File: src/rtl/disaster_pkg.sv
// Shared constants and helpers for the disaster warning front end.
// Channel ids, severity level encoding and the hysteresis target rule.
package disaster_pkg;

    localparam int NUM_CH     = 4;
    localparam int CH_RAIN    = 0;
    localparam int CH_SEISMIC = 1;
    localparam int CH_WIND    = 2;
    localparam int CH_LEVEL   = 3;

    typedef enum logic [1:0] {
        LVL_NONE   = 2'b00,
        LVL_LOW    = 2'b01,
        LVL_HIGH   = 2'b10,
        LVL_SEVERE = 2'b11
    } level_t;

    // Rising uses the plain thresholds, falling uses the hysteresis-lowered ones.
    function automatic level_t pick_target(level_t cur, logic [1:0] up, logic [1:0] down);
        if (up > cur) return level_t'(up);
        if (down < cur) return level_t'(down);
        return cur;
    endfunction

endpackage

File: src/rtl/sensor_level_quantizer_if.sv
// Time-multiplexed raw sample bus feeding the level quantizer.
interface sensor_level_quantizer_if #(
    parameter int DATA_W = 8
) ();
    logic              sample_valid;
    logic [1:0]        sample_ch;
    logic [DATA_W-1:0] sample_data;

    modport master (output sample_valid, output sample_ch, output sample_data);
    modport slave  (input  sample_valid, input  sample_ch, input  sample_data);
endinterface

File: src/rtl/quantizer_channel.sv
// One sensor channel: threshold/hysteresis compare, debounce and stale timer.
// Level and stale outputs are registered.
module quantizer_channel
    import disaster_pkg::*;
#(
    parameter int DATA_W   = 8,
    parameter int TH1      = 64,
    parameter int TH2      = 128,
    parameter int TH3      = 192,
    parameter int HYST     = 8,
    parameter int DEBOUNCE = 3,
    parameter int TIMEOUT  = 1000
) (
    input  logic              clk,
    input  logic              rst,
    input  logic              en,
    input  logic [DATA_W-1:0] data,
    output level_t            level,
    output logic              stale
);

    localparam int SW = DATA_W + 1;
    localparam int CW = $clog2(DEBOUNCE + 1);
    localparam int TW = $clog2(TIMEOUT + 1);

    localparam logic [SW-1:0] UP1 = SW'(TH1);
    localparam logic [SW-1:0] UP2 = SW'(TH2);
    localparam logic [SW-1:0] UP3 = SW'(TH3);
    localparam logic [SW-1:0] DN1 = SW'((TH1 > HYST) ? TH1 - HYST : 0);
    localparam logic [SW-1:0] DN2 = SW'((TH2 > HYST) ? TH2 - HYST : 0);
    localparam logic [SW-1:0] DN3 = SW'((TH3 > HYST) ? TH3 - HYST : 0);
    localparam logic [CW-1:0] DB_LAST = CW'(DEBOUNCE);
    localparam logic [TW-1:0] TO_LAST = TW'(TIMEOUT);

    function automatic logic [1:0] count_ge(logic [SW-1:0] s, logic [SW-1:0] a,
                                            logic [SW-1:0] b, logic [SW-1:0] c);
        return 2'(s >= a) + 2'(s >= b) + 2'(s >= c);
    endfunction

    logic [SW-1:0] sample;
    logic [1:0]    up;
    logic [1:0]    down;
    level_t        target;
    level_t        cand;
    logic [CW-1:0] cnt;
    logic [CW-1:0] cnt_nx;
    logic [TW-1:0] idle;

    always_comb begin
        sample = {1'b0, data};
        up     = count_ge(sample, UP1, UP2, UP3);
        down   = count_ge(sample, DN1, DN2, DN3);
        target = pick_target(level, up, down);
        // A new candidate restarts the count at one; a repeat extends it.
        cnt_nx = (target != cand) ? CW'(1) : cnt + CW'(1);
    end

    always_ff @(posedge clk) begin
        if (rst) begin
            level <= LVL_NONE;
            cand  <= LVL_NONE;
            cnt   <= '0;
        end else if (en) begin
            if (target == level) begin
                cnt <= '0;
            end else begin
                cand <= target;
                if (cnt_nx == DB_LAST) begin
                    level <= target;
                    cnt   <= '0;
                end else begin
                    cnt <= cnt_nx;
                end
            end
        end
    end

    // Idle timer saturates; stale rises together with the counter reaching the limit.
    always_ff @(posedge clk) begin
        if (rst) begin
            idle  <= '0;
            stale <= 1'b0;
        end else if (en) begin
            idle  <= '0;
            stale <= 1'b0;
        end else if (idle != TO_LAST) begin
            idle <= idle + TW'(1);
            if (idle + TW'(1) == TO_LAST) stale <= 1'b1;
        end
    end

endmodule

File: src/rtl/sensor_level_quantizer.sv
// Four-channel sensor front end: routes samples to per-channel quantizers and
// maps their debounced levels onto the classifier input pins.
module sensor_level_quantizer
    import disaster_pkg::*;
#(
    parameter int DATA_W   = 8,
    parameter int TH1      = 64,
    parameter int TH2      = 128,
    parameter int TH3      = 192,
    parameter int HYST     = 8,
    parameter int DEBOUNCE = 3,
    parameter int TIMEOUT  = 1000
) (
    input  logic                     clk,
    input  logic                     rst,
    sensor_level_quantizer_if.slave  smp,
    output logic                     r1,
    output logic                     r0,
    output logic                     s1,
    output logic                     s0,
    output logic                     w1,
    output logic                     w0,
    output logic                     l1,
    output logic                     l0,
    output logic [NUM_CH-1:0]        stale,
    output logic                     levels_ready
);

    level_t             level [NUM_CH];
    logic [NUM_CH-1:0]  en;
    logic [NUM_CH-1:0]  seen;

    always_comb begin
        en = '0;
        for (int i = 0; i < NUM_CH; i++) begin
            en[i] = smp.sample_valid && (smp.sample_ch == 2'(i));
        end
    end

    for (genvar g = 0; g < NUM_CH; g++) begin : g_ch
        quantizer_channel #(
            .DATA_W   (DATA_W),
            .TH1      (TH1),
            .TH2      (TH2),
            .TH3      (TH3),
            .HYST     (HYST),
            .DEBOUNCE (DEBOUNCE),
            .TIMEOUT  (TIMEOUT)
        ) u_ch (
            .clk   (clk),
            .rst   (rst),
            .en    (en[g]),
            .data  (smp.sample_data),
            .level (level[g]),
            .stale (stale[g])
        );
    end

    always_ff @(posedge clk) begin
        if (rst) begin
            seen <= '0;
        end else begin
            seen <= seen | en;
        end
    end

    assign levels_ready = &seen;
    assign {r1, r0} = level[CH_RAIN];
    assign {s1, s0} = level[CH_SEISMIC];
    assign {w1, w0} = level[CH_WIND];
    assign {l1, l0} = level[CH_LEVEL];

endmodule

File: src/flat_wrapper.sv
// flat-port wrapper written by rule: the top's interface ports become plain ports
module sensor_level_quantizer_flat import disaster_pkg::*;
#(
    parameter int DATA_W   = 8,
    parameter int TH1      = 64,
    parameter int TH2      = 128,
    parameter int TH3      = 192,
    parameter int HYST     = 8,
    parameter int DEBOUNCE = 3,
    parameter int TIMEOUT  = 1000
)
  (clk, rst, r1, r0, s1, s0, w1, w0, l1, l0, stale, levels_ready, smp_sample_valid, smp_sample_ch, smp_sample_data);
  sensor_level_quantizer_if #(.DATA_W(DATA_W)) smp_i ();
  input  logic clk;
  input  logic rst;
  output logic r1;
  output logic r0;
  output logic s1;
  output logic s0;
  output logic w1;
  output logic w0;
  output logic l1;
  output logic l0;
  output logic [NUM_CH-1:0] stale;
  output logic levels_ready;
  input wire logic [$bits(smp_i.sample_valid)-1:0] smp_sample_valid;
  input wire logic [$bits(smp_i.sample_ch)-1:0] smp_sample_ch;
  input wire logic [$bits(smp_i.sample_data)-1:0] smp_sample_data;
  assign smp_i.sample_valid = smp_sample_valid;
  assign smp_i.sample_ch = smp_sample_ch;
  assign smp_i.sample_data = smp_sample_data;
  sensor_level_quantizer #(.DATA_W(DATA_W), .TH1(TH1), .TH2(TH2), .TH3(TH3), .HYST(HYST), .DEBOUNCE(DEBOUNCE), .TIMEOUT(TIMEOUT)) u_core (.clk(clk), .rst(rst), .smp(smp_i), .r1(r1), .r0(r0), .s1(s1), .s0(s0), .w1(w1), .w0(w0), .l1(l1), .l0(l0), .stale(stale), .levels_ready(levels_ready));
endmodule
File: config.mk
export PLATFORM = sky130hd
export DESIGN_NAME = sensor_level_quantizer_flat
export DESIGN_NICKNAME = d
export VERILOG_FILES = /design/src/rtl/disaster_pkg.sv /design/src/rtl/sensor_level_quantizer_if.sv /design/src/rtl/quantizer_channel.sv /design/src/rtl/sensor_level_quantizer.sv /design/src/flat_wrapper.sv
export SDC_FILE = /design/constraint.sdc
export NUM_CORES = 1
export LEC_CHECK = 0
export ABC_AREA = 0
export CAP_MARGIN = 25
export CORE_ASPECT_RATIO = 0.7
export CORE_MARGIN = 2
export CORE_UTILIZATION = 60
export DETAILED_ROUTE_END_ITERATION = 6
export GPL_TIMING_DRIVEN = 0
export PLACE_DENSITY = 0.8
export SYNTH_ARGS = -nofsm -noshare
export SYNTH_HDL_FRONTEND = slang
export SYNTH_SLANG_ARGS = --single-unit
export TNS_END_PERCENT = 1
File: constraint.sdc
create_clock -name clk -period 6.4 [get_ports clk]
set_clock_uncertainty 0.15 [all_clocks]
set_input_delay 0.96 -clock clk [delete_from_list [all_inputs] [get_ports clk]]
set_output_delay 0.96 -clock clk [all_outputs]
set_load 0.03 [all_outputs]
==> flow_metrics.py, run 1 <==
metrics = {
    "outcome": {
        "status": "finished clean",
    },
    "route": {
        "wl_per_cell_um": 14.5,
        "dr.pass1.iters": 5,
        "wl_um": 10500,
        "ant_nets": 0,
        "drc": 0,
        "drt_iter0_drc": 392,
        "num_vias": 4271,
        "avgViaCountPerCell": 5.92,
    },
    "synth": {
        "synthXorXnorAreaFrac_pct": 7.67,
        "synth_area_per_cell_um2": 8.21,
        "syn_area_um2": 4800,
        "synthAdderAreaFrac_pct": 7.72,
        "synth-edff-count": 0,
        "synthesis.nets": 626,
        "synth_mux_area_share_pct": 2.69,
        "synth_cell_type_count": 74,
        "synthSimpleGateAreaFrac_pct": 26.6,
        "synth_top_family_by_area": "simple AND/OR/NAND/NOR gates",
        "synth_compound_area_share_pct": 21.2,
        "synth_seq_area_share_pct": 30.0,
        "async_flop_share_pct": 0,
        "ys.flop_type": "dfxtp_1",
        "yosysWarnings": 0,
        "synthCells": 584,
        "ys_ff_latch": 72,
    },
    "run": {
        "cap_violations": 0,
    },
    "cells_and_area": {
        "regArea_um2": 1440,
        "fillers": 637,
        "drive_gt1_share_pct": 5.64,
        "insertedDiodeCount": 0,
        "finalNonFillerCells": 722,
        "layout.nets": 659,
        "multiInputGateArea_um2": 3160,
        "area_growth_pct": 13.1,
    },
    "die": {
        "initial_core_util_pct": 61.5,
        "row_count": 27,
        "coreArea_um2": 7800,
        "io_pins": 26,
        "die_h_um": 78.8,
        "dieArea_um2": 8740,
        "dieWidth_um": 111,
    },
    "pwr": {
        "p_sw_share_pct": 25.7,
        "p_int_uw": 822,
        "cellLeakagePower_uw": 0.00199,
        "vdd_ir_drop_max_mv": 0.150,
        "p_switching_uw": 284,
        "pwr-share-seq_pct": 42.6,
        "combPwrFrac_pct": 14.1,
        "clkPwrFrac_pct": 43.3,
        "power.density_nw_per_um2": 204,
    },
    "grt": {
        "grt_max_degree": 12,
        "overflow": 0,
        "track_usage_pct": 25.2,
        "antenna_found_initial": 0,
        "grt_pass1_vias": 4061,
        "grt_pass1_wl_um": 18300,
    },
    "hold_path": {
        "hp-start": "u_core.g_ch[1].u_ch.stale$_SDFFE_PP0P_",
        "min_path_type": "reg -> reg",
    },
    "timing": {
        "fin_crit_sh_pct": 72.6,
        "finalSetupTns_ns": 0,
        "setup_viol": 0,
        "relSlewSlack_pct": 43.8,
        "tightest_slew_ns": 0.832,
        "fmax_mhz": 215,
        "min_period_ns": 4.64,
        "hold_viol_final": 0,
        "rsz0062_at_grt": "no",
        "drv_slew": 0,
    },
    "clock_tree": {
        "clock_sinks": 72,
        "post_cts_buffers": 0,
        "clkLatencyLatePin_ns": 0.33,
        "cts_buffers": 9,
        "clockBufferDepth": 2,
        "h-tree-depth": 3,
        "ctsResizeCount": 0,
        "clockRootBuffer": "clkbuf_16",
        "clk_pin_slew_ns": 0.05,
        "cts_tree": "built",
        "holdBufCountCts": 0,
    },
    "critical_path": {
        "cp_max_fo": 10,
        "startpoint": "smp_sample_data[6]",
        "crit_type": "in -> reg",
        "r2r_start": "u_core.g_ch[2].u_ch.level[1]$_SDFFE_PP0P_",
        "endpoint_kind": "flip-flop",
        "crit_arrival_ns": 4.70,
        "worstSetupStartpointType": "primary input",
        "crit_required_ns": 6.46,
    },
    "placed_design": {
        "dpl.hpwl_um": 7750,
        "io_buffers": 22,
        "place_inst": 707,
        "place_congestion": 0.893,
    },
}
final cells by class:
type                    instances  area share [%]
clock inverters                 3           0.807
flip-flops and latches         72            26.6
clock buffers                  12            4.36
plain buffers                  24            2.03
inverters                      22            1.52
well taps                     101            2.33
repair buffers                 22            4.06
multi-input cells             466            58.3
sequential cells by signal, indices dropped and copies added (netlist names):
signal                  flops
u_core.g_ch.u_ch.idle      40
u_core.g_ch.u_ch.cand       8
u_core.g_ch.u_ch.cnt        8
u_core.g_ch.u_ch.level      8
u_core.g_ch.u_ch.stale      4
u_core.seen                 4
kinds of logic (layout without fill, tap and decap cells):
logic type,count (synthesis),count (layout)
simple gates,250,250
xor+xnor,42,42
fa+ha+maj,29,29
compound gates,133,133
buf+inv,46,83
flops,72,72
mux,12,12
Yosys cell counts (8+ instances only):
master     n  area, um2
and3_1    16        100
ha_1      28        350
clkbuf_1  17       63.8
o21a_1    18        135
dfxtp_1   72       1440
inv_1     22       82.6
xor2_1    19        166
nand2b_1  15       93.8
nor2_1    71        267
nand3_1   29        145
a21oi_1   25        125
and2_1     8       50.1
nand2_1   40        150
nor3_1    21        105
o21ai_0   15       75.1
nor2b_1   13       81.3
xnor2_1   23        201
stage by stage:
stage	setup WS, ns	total power, uW	hold WS [ns]	utilization (%)	instance area [um2]
floorplan	2.33	595	0.282	-	4800
global placement	1.51	627	0.293	65.9	5140
detailed placement	1.44	634	0.308	65.9	5140
CTS	1.77	1110	0.321	69.5	5420
global route	1.51	1150	0.334	69.5	5420
finish	1.76	1110	0.318	69.5	5420
critical path, cell delays in order:
cell,delay (ns)
clkdlybuf4s50_1,0.43
buf_2,0.21
a31oi_1,0.21
nand2b_1,0.11
fa_1,0.63
ha_1,0.36
o21bai_1,0.09
o21a_1,0.13
a22oi_1,0.38
mux2_2,0.43
a211oi_1,0.39
mux2_1,0.38
per-layer routing:
metal | share of wire (%) | global-route usage [%] | up-vias | routed length, um
met5 | 0 | 0 | - | 0
met4 | 1.9 | 10.1 | 0 | 203
li1 | - | - | 2174 | -
met1 | 48 | 32.7 | 1980 | 5040
met3 | 4.2 | 4.50 | 20 | 442
met2 | 46 | 41.9 | 97 | 4790
power groups by stage:
stage | registers [uW] | clock network, uW | logic [uW]
2_1_floorplan | 478 | 0 | 117
3_3_place_gp | 480 | 0 | 147
3_5_place_dp | 481 | 0 | 154
4_1_cts | 471 | 486 | 155
5_1_grt | 473 | 505 | 174
6_report | 471 | 478 | 156
worst paths after layout:
| path | end | slack (ns) | cells after the start |
|---|---|---|---|
| max | u_core.g_ch[2].u_ch.level[0]$_SDFFE_PP0P_ | 1.76 | 12 |
| min | u_core.g_ch[1].u_ch.stale$_SDFFE_PP0P_ | 0.32 | 1 |
| max reg2reg | u_core.g_ch[2].u_ch.level[0]$_SDFFE_PP0P_ | 3.28 | 8 |
| min reg2reg | u_core.g_ch[1].u_ch.stale$_SDFFE_PP0P_ | 0.32 | 1 |
placed cells by master, fill, tap and decap left out, drive strengths merged, types with 4 or more instances in the layout:
master and n:
or3b 4, and3 16, o32a 5, o21ai 20
mux2i 5, nor2 71, ha 28, or2 4
clkdlybuf4s50 22, xnor2 23, dfxtp 72, a2111oi 6
buf 7, clkbuf 29, nand4 7, nand2 40
nor3 21, o21a 18, a21oi 25, a211oi 7
nor2b 15, o211ai 6, o32ai 6, nand2b 15
inv 22, a31oi 4, nor3b 6, xor2 19
mux2 7, and2 8, nand3 29
Note: power is estimated with default switching activity, not from simulation.
==> inputs of run 2 (changes only) <==
==> constraint.sdc (replaced) <==
create_clock -name clk -period 4.4 [get_ports clk]
set_clock_uncertainty 0.15 [all_clocks]
set_input_delay 0.66 -clock clk [delete_from_list [all_inputs] [get_ports clk]]
set_output_delay 0.66 -clock clk [all_outputs]
set_load 0.03 [all_outputs]
==> run 2 against run 1 <==
Wire length is 1.3% higher. Combinational power rose by 46%. Final cell count is the same. Register-to-register slack lost 1.9 ns. Sequential share of layout area is essentially flat. Critical path depth fell by 1. Non-clock buffer count unchanged. Via count is 0.54% higher. Die area is the same. Clock-buffer cell count unchanged. Worst setup slack got worse by 1.5 ns. Critical endpoint is now u_core.g_ch[3].u_ch.level[0]$_SDFFE_PP0P_. Largest cell class unchanged.
==> flow_metrics.py, run 2 (synthesis results as in run 1) <==
metrics = {
    "die": {
        "initial_core_util_pct": 61.5,
        "coreArea_um2": 7800,
        "die_h_um": 78.8,
        "dieWidth_um": 111,
        "row_count": 27,
        "dieArea_um2": 8740,
        "io_pins": 26,
    },
    "grt": {
        "antenna_found_initial": 0,
        "overflow": 0,
        "grt_pass1_wl_um": 18300,
        "grt_max_degree": 12,
        "track_usage_pct": 25.2,
        "grt_pass1_vias": 4061,
    },
    "critical_path": {
        "crit_type": "in -> reg",
        "endpoint_kind": "flip-flop",
        "reg2reg_depth": 8,
        "cpPeakStageDelay_ns": 0.62,
        "worstSetupStartpointType": "primary input",
        "crit_required_ns": 4.46,
        "cp_max_fo": 10,
        "path_cells": "clkdlybuf4s50_1 -> buf_2 -> a31oi_1 -> nand2b_1 -> fa_1 -> ha_1 -> o21bai_1 -> or3b_1 -> a311o_1 -> a2111oi_4 -> mux2_1",
        "cp_slowest_cell": "fa_1",
        "r2r_slack_ns": 1.42,
        "crit_arrival_ns": 4.25,
    },
    "clock_tree": {
        "clk_pin_slew_ns": 0.05,
        "clkLatencyLatePin_ns": 0.33,
        "cts_tree": "built",
        "cts_buffers": 9,
        "clock_sinks": 72,
        "clockRootBuffer": "clkbuf_16",
        "clockBufferDepth": 2,
        "h-tree-depth": 3,
    },
    "cells_and_area": {
        "multiInputGateArea_um2": 3170,
        "regArea_um2": 1440,
        "stdcell_area_um2": 5430,
        "drive_gt1_share_pct": 5.96,
        "layout_common_cells": "dfxtp_1 (72), nor2_1 (71), nand2_1 (40)",
        "regMostFlops": "u_core.g_ch.u_ch.idle",
        "largest_reg_flops": 40,
        "finalNonFillerCells": 722,
        "area_growth_pct": 13.3,
        "mostFrequentLayoutCell": "dfxtp_1",
        "fillers": 632,
        "layout.nets": 659,
        "insertedDiodeCount": 0,
        "postLayoutCoreUtil_pct": 69.6,
    },
    "outcome": {
        "status": "finished clean",
    },
    "placed_design": {
        "dpl.hpwl_um": 7750,
        "place_area_um2": 5140,
        "place_congestion": 0.893,
        "place_inst": 707,
        "io_buffers": 22,
    },
    "hold_path": {
        "min_path_cells": 1,
        "min_path_type": "reg -> reg",
    },
    "timing": {
        "tightest_slew_ns": 0.840,
        "min_period_ns": 4.19,
        "fin_crit_sh_pct": 95.2,
        "relSlewSlack_pct": 43.2,
        "drv_slew": 0,
        "fmax_mhz": 239,
        "setup_viol": 0,
        "hold_viol_final": 0,
        "rsz0062_at_grt": "no",
    },
    "route": {
        "ant_nets": 0,
        "wl_um": 10600,
        "avgViaCountPerCell": 5.95,
        "drt_iter0_drc": 423,
        "wl_per_cell_um": 14.7,
        "dr.pass1.iters": 4,
        "num_vias": 4294,
        "drc": 0,
    },
    "run": {
        "cap_violations": 0,
    },
    "pwr": {
        "power.density_nw_per_um2": 296,
        "cellLeakagePower_uw": 0.00199,
        "vdd_ir_drop_max_mv": 0.218,
    },
}
run 2: changes by cell type in the layout (fill, tap and decap cells not counted):
cell / before / now
a22oi_1: 1 / 0
a211oi_2: 0 / 1
a22oi_2: 0 / 1
a211oi_1: 7 / 6
run 2: metrics by stage:
| stage | hold slack, ns | total power [uW] | setup TNS [ns] | worst slack (ns) |
|---|---|---|---|---|
| 2_1_floorplan | 0.282 | 865 | 0 | 0.631 |
| 3_3_place_gp | 0.293 | 912 | -0.496 | -0.192 |
| 3_5_place_dp | 0.308 | 922 | -0.844 | -0.262 |
| 4_1_cts | 0.321 | 1620 | 0 | 0.0678 |
| 5_1_grt | 0.334 | 1680 | 0 | 0.0628 |
| 6_report | 0.318 | 1610 | 0 | 0.209 |
run 2: path summary, 6_finish.rpt:
kind | from | endpoint
worst max-delay path | smp_sample_data[6] | u_core.g_ch[3].u_ch.level[0]$_SDFFE_PP0P_
worst min-delay path | u_core.g_ch[1].u_ch.stale$_SDFFE_PP0P_ | u_core.g_ch[1].u_ch.stale$_SDFFE_PP0P_
worst max register to register | u_core.g_ch[3].u_ch.level[1]$_SDFFE_PP0P_ | u_core.g_ch[3].u_ch.level[0]$_SDFFE_PP0P_
worst min register to register | u_core.g_ch[1].u_ch.stale$_SDFFE_PP0P_ | u_core.g_ch[1].u_ch.stale$_SDFFE_PP0P_
run 2: report_power, final:
| group | total, uW | switching [uW] | internal [uW] |
|---|---|---|---|
| sequential | 685 | 16.8 | 668 |
| combinational | 228 | 137 | 91.1 |
| clock | 696 | 260 | 436 |
| total | 1610 | 414 | 1200 |
run 2: per-layer routing:
layer,vias to the layer above,GRT usage [%],share of wire (%)
li1,2172,-,-
met4,0,10.1,1.8
met3,18,4.50,4.1
met2,103,41.9,46
met5,-,0,0
met1,2001,32.7,48
run 2: layout make-up:
| type | instances | share of cell area (%) |
|---|---|---|
| clock buffers | 12 | 4.35 |
| multi-input cells | 466 | 58.4 |
| repair buffers | 22 | 4.05 |
| well taps | 101 | 2.33 |
| clock inverters | 3 | 0.806 |
| flip-flops and latches | 72 | 26.5 |
| plain buffers | 24 | 2.03 |
| inverters | 22 | 1.52 |
run 2: worst max-delay path: cells and delay by family:
family,cells,cell delay (ns)
AND/OR/NAND/NOR,2,0.48
adder cells (fa/ha/maj),2,0.97
multiplexers,1,0.36
buffers and inverters,2,0.64
AO/OA/AOI/OAI,4,1.14
run 2: repair_timing:
item | in CTS | in global routing
setup buffers | 0 | 0
resized for setup | 0 | 2
hold buffers | 0 | 0
endpoints found under the setup margin | 0 | 2
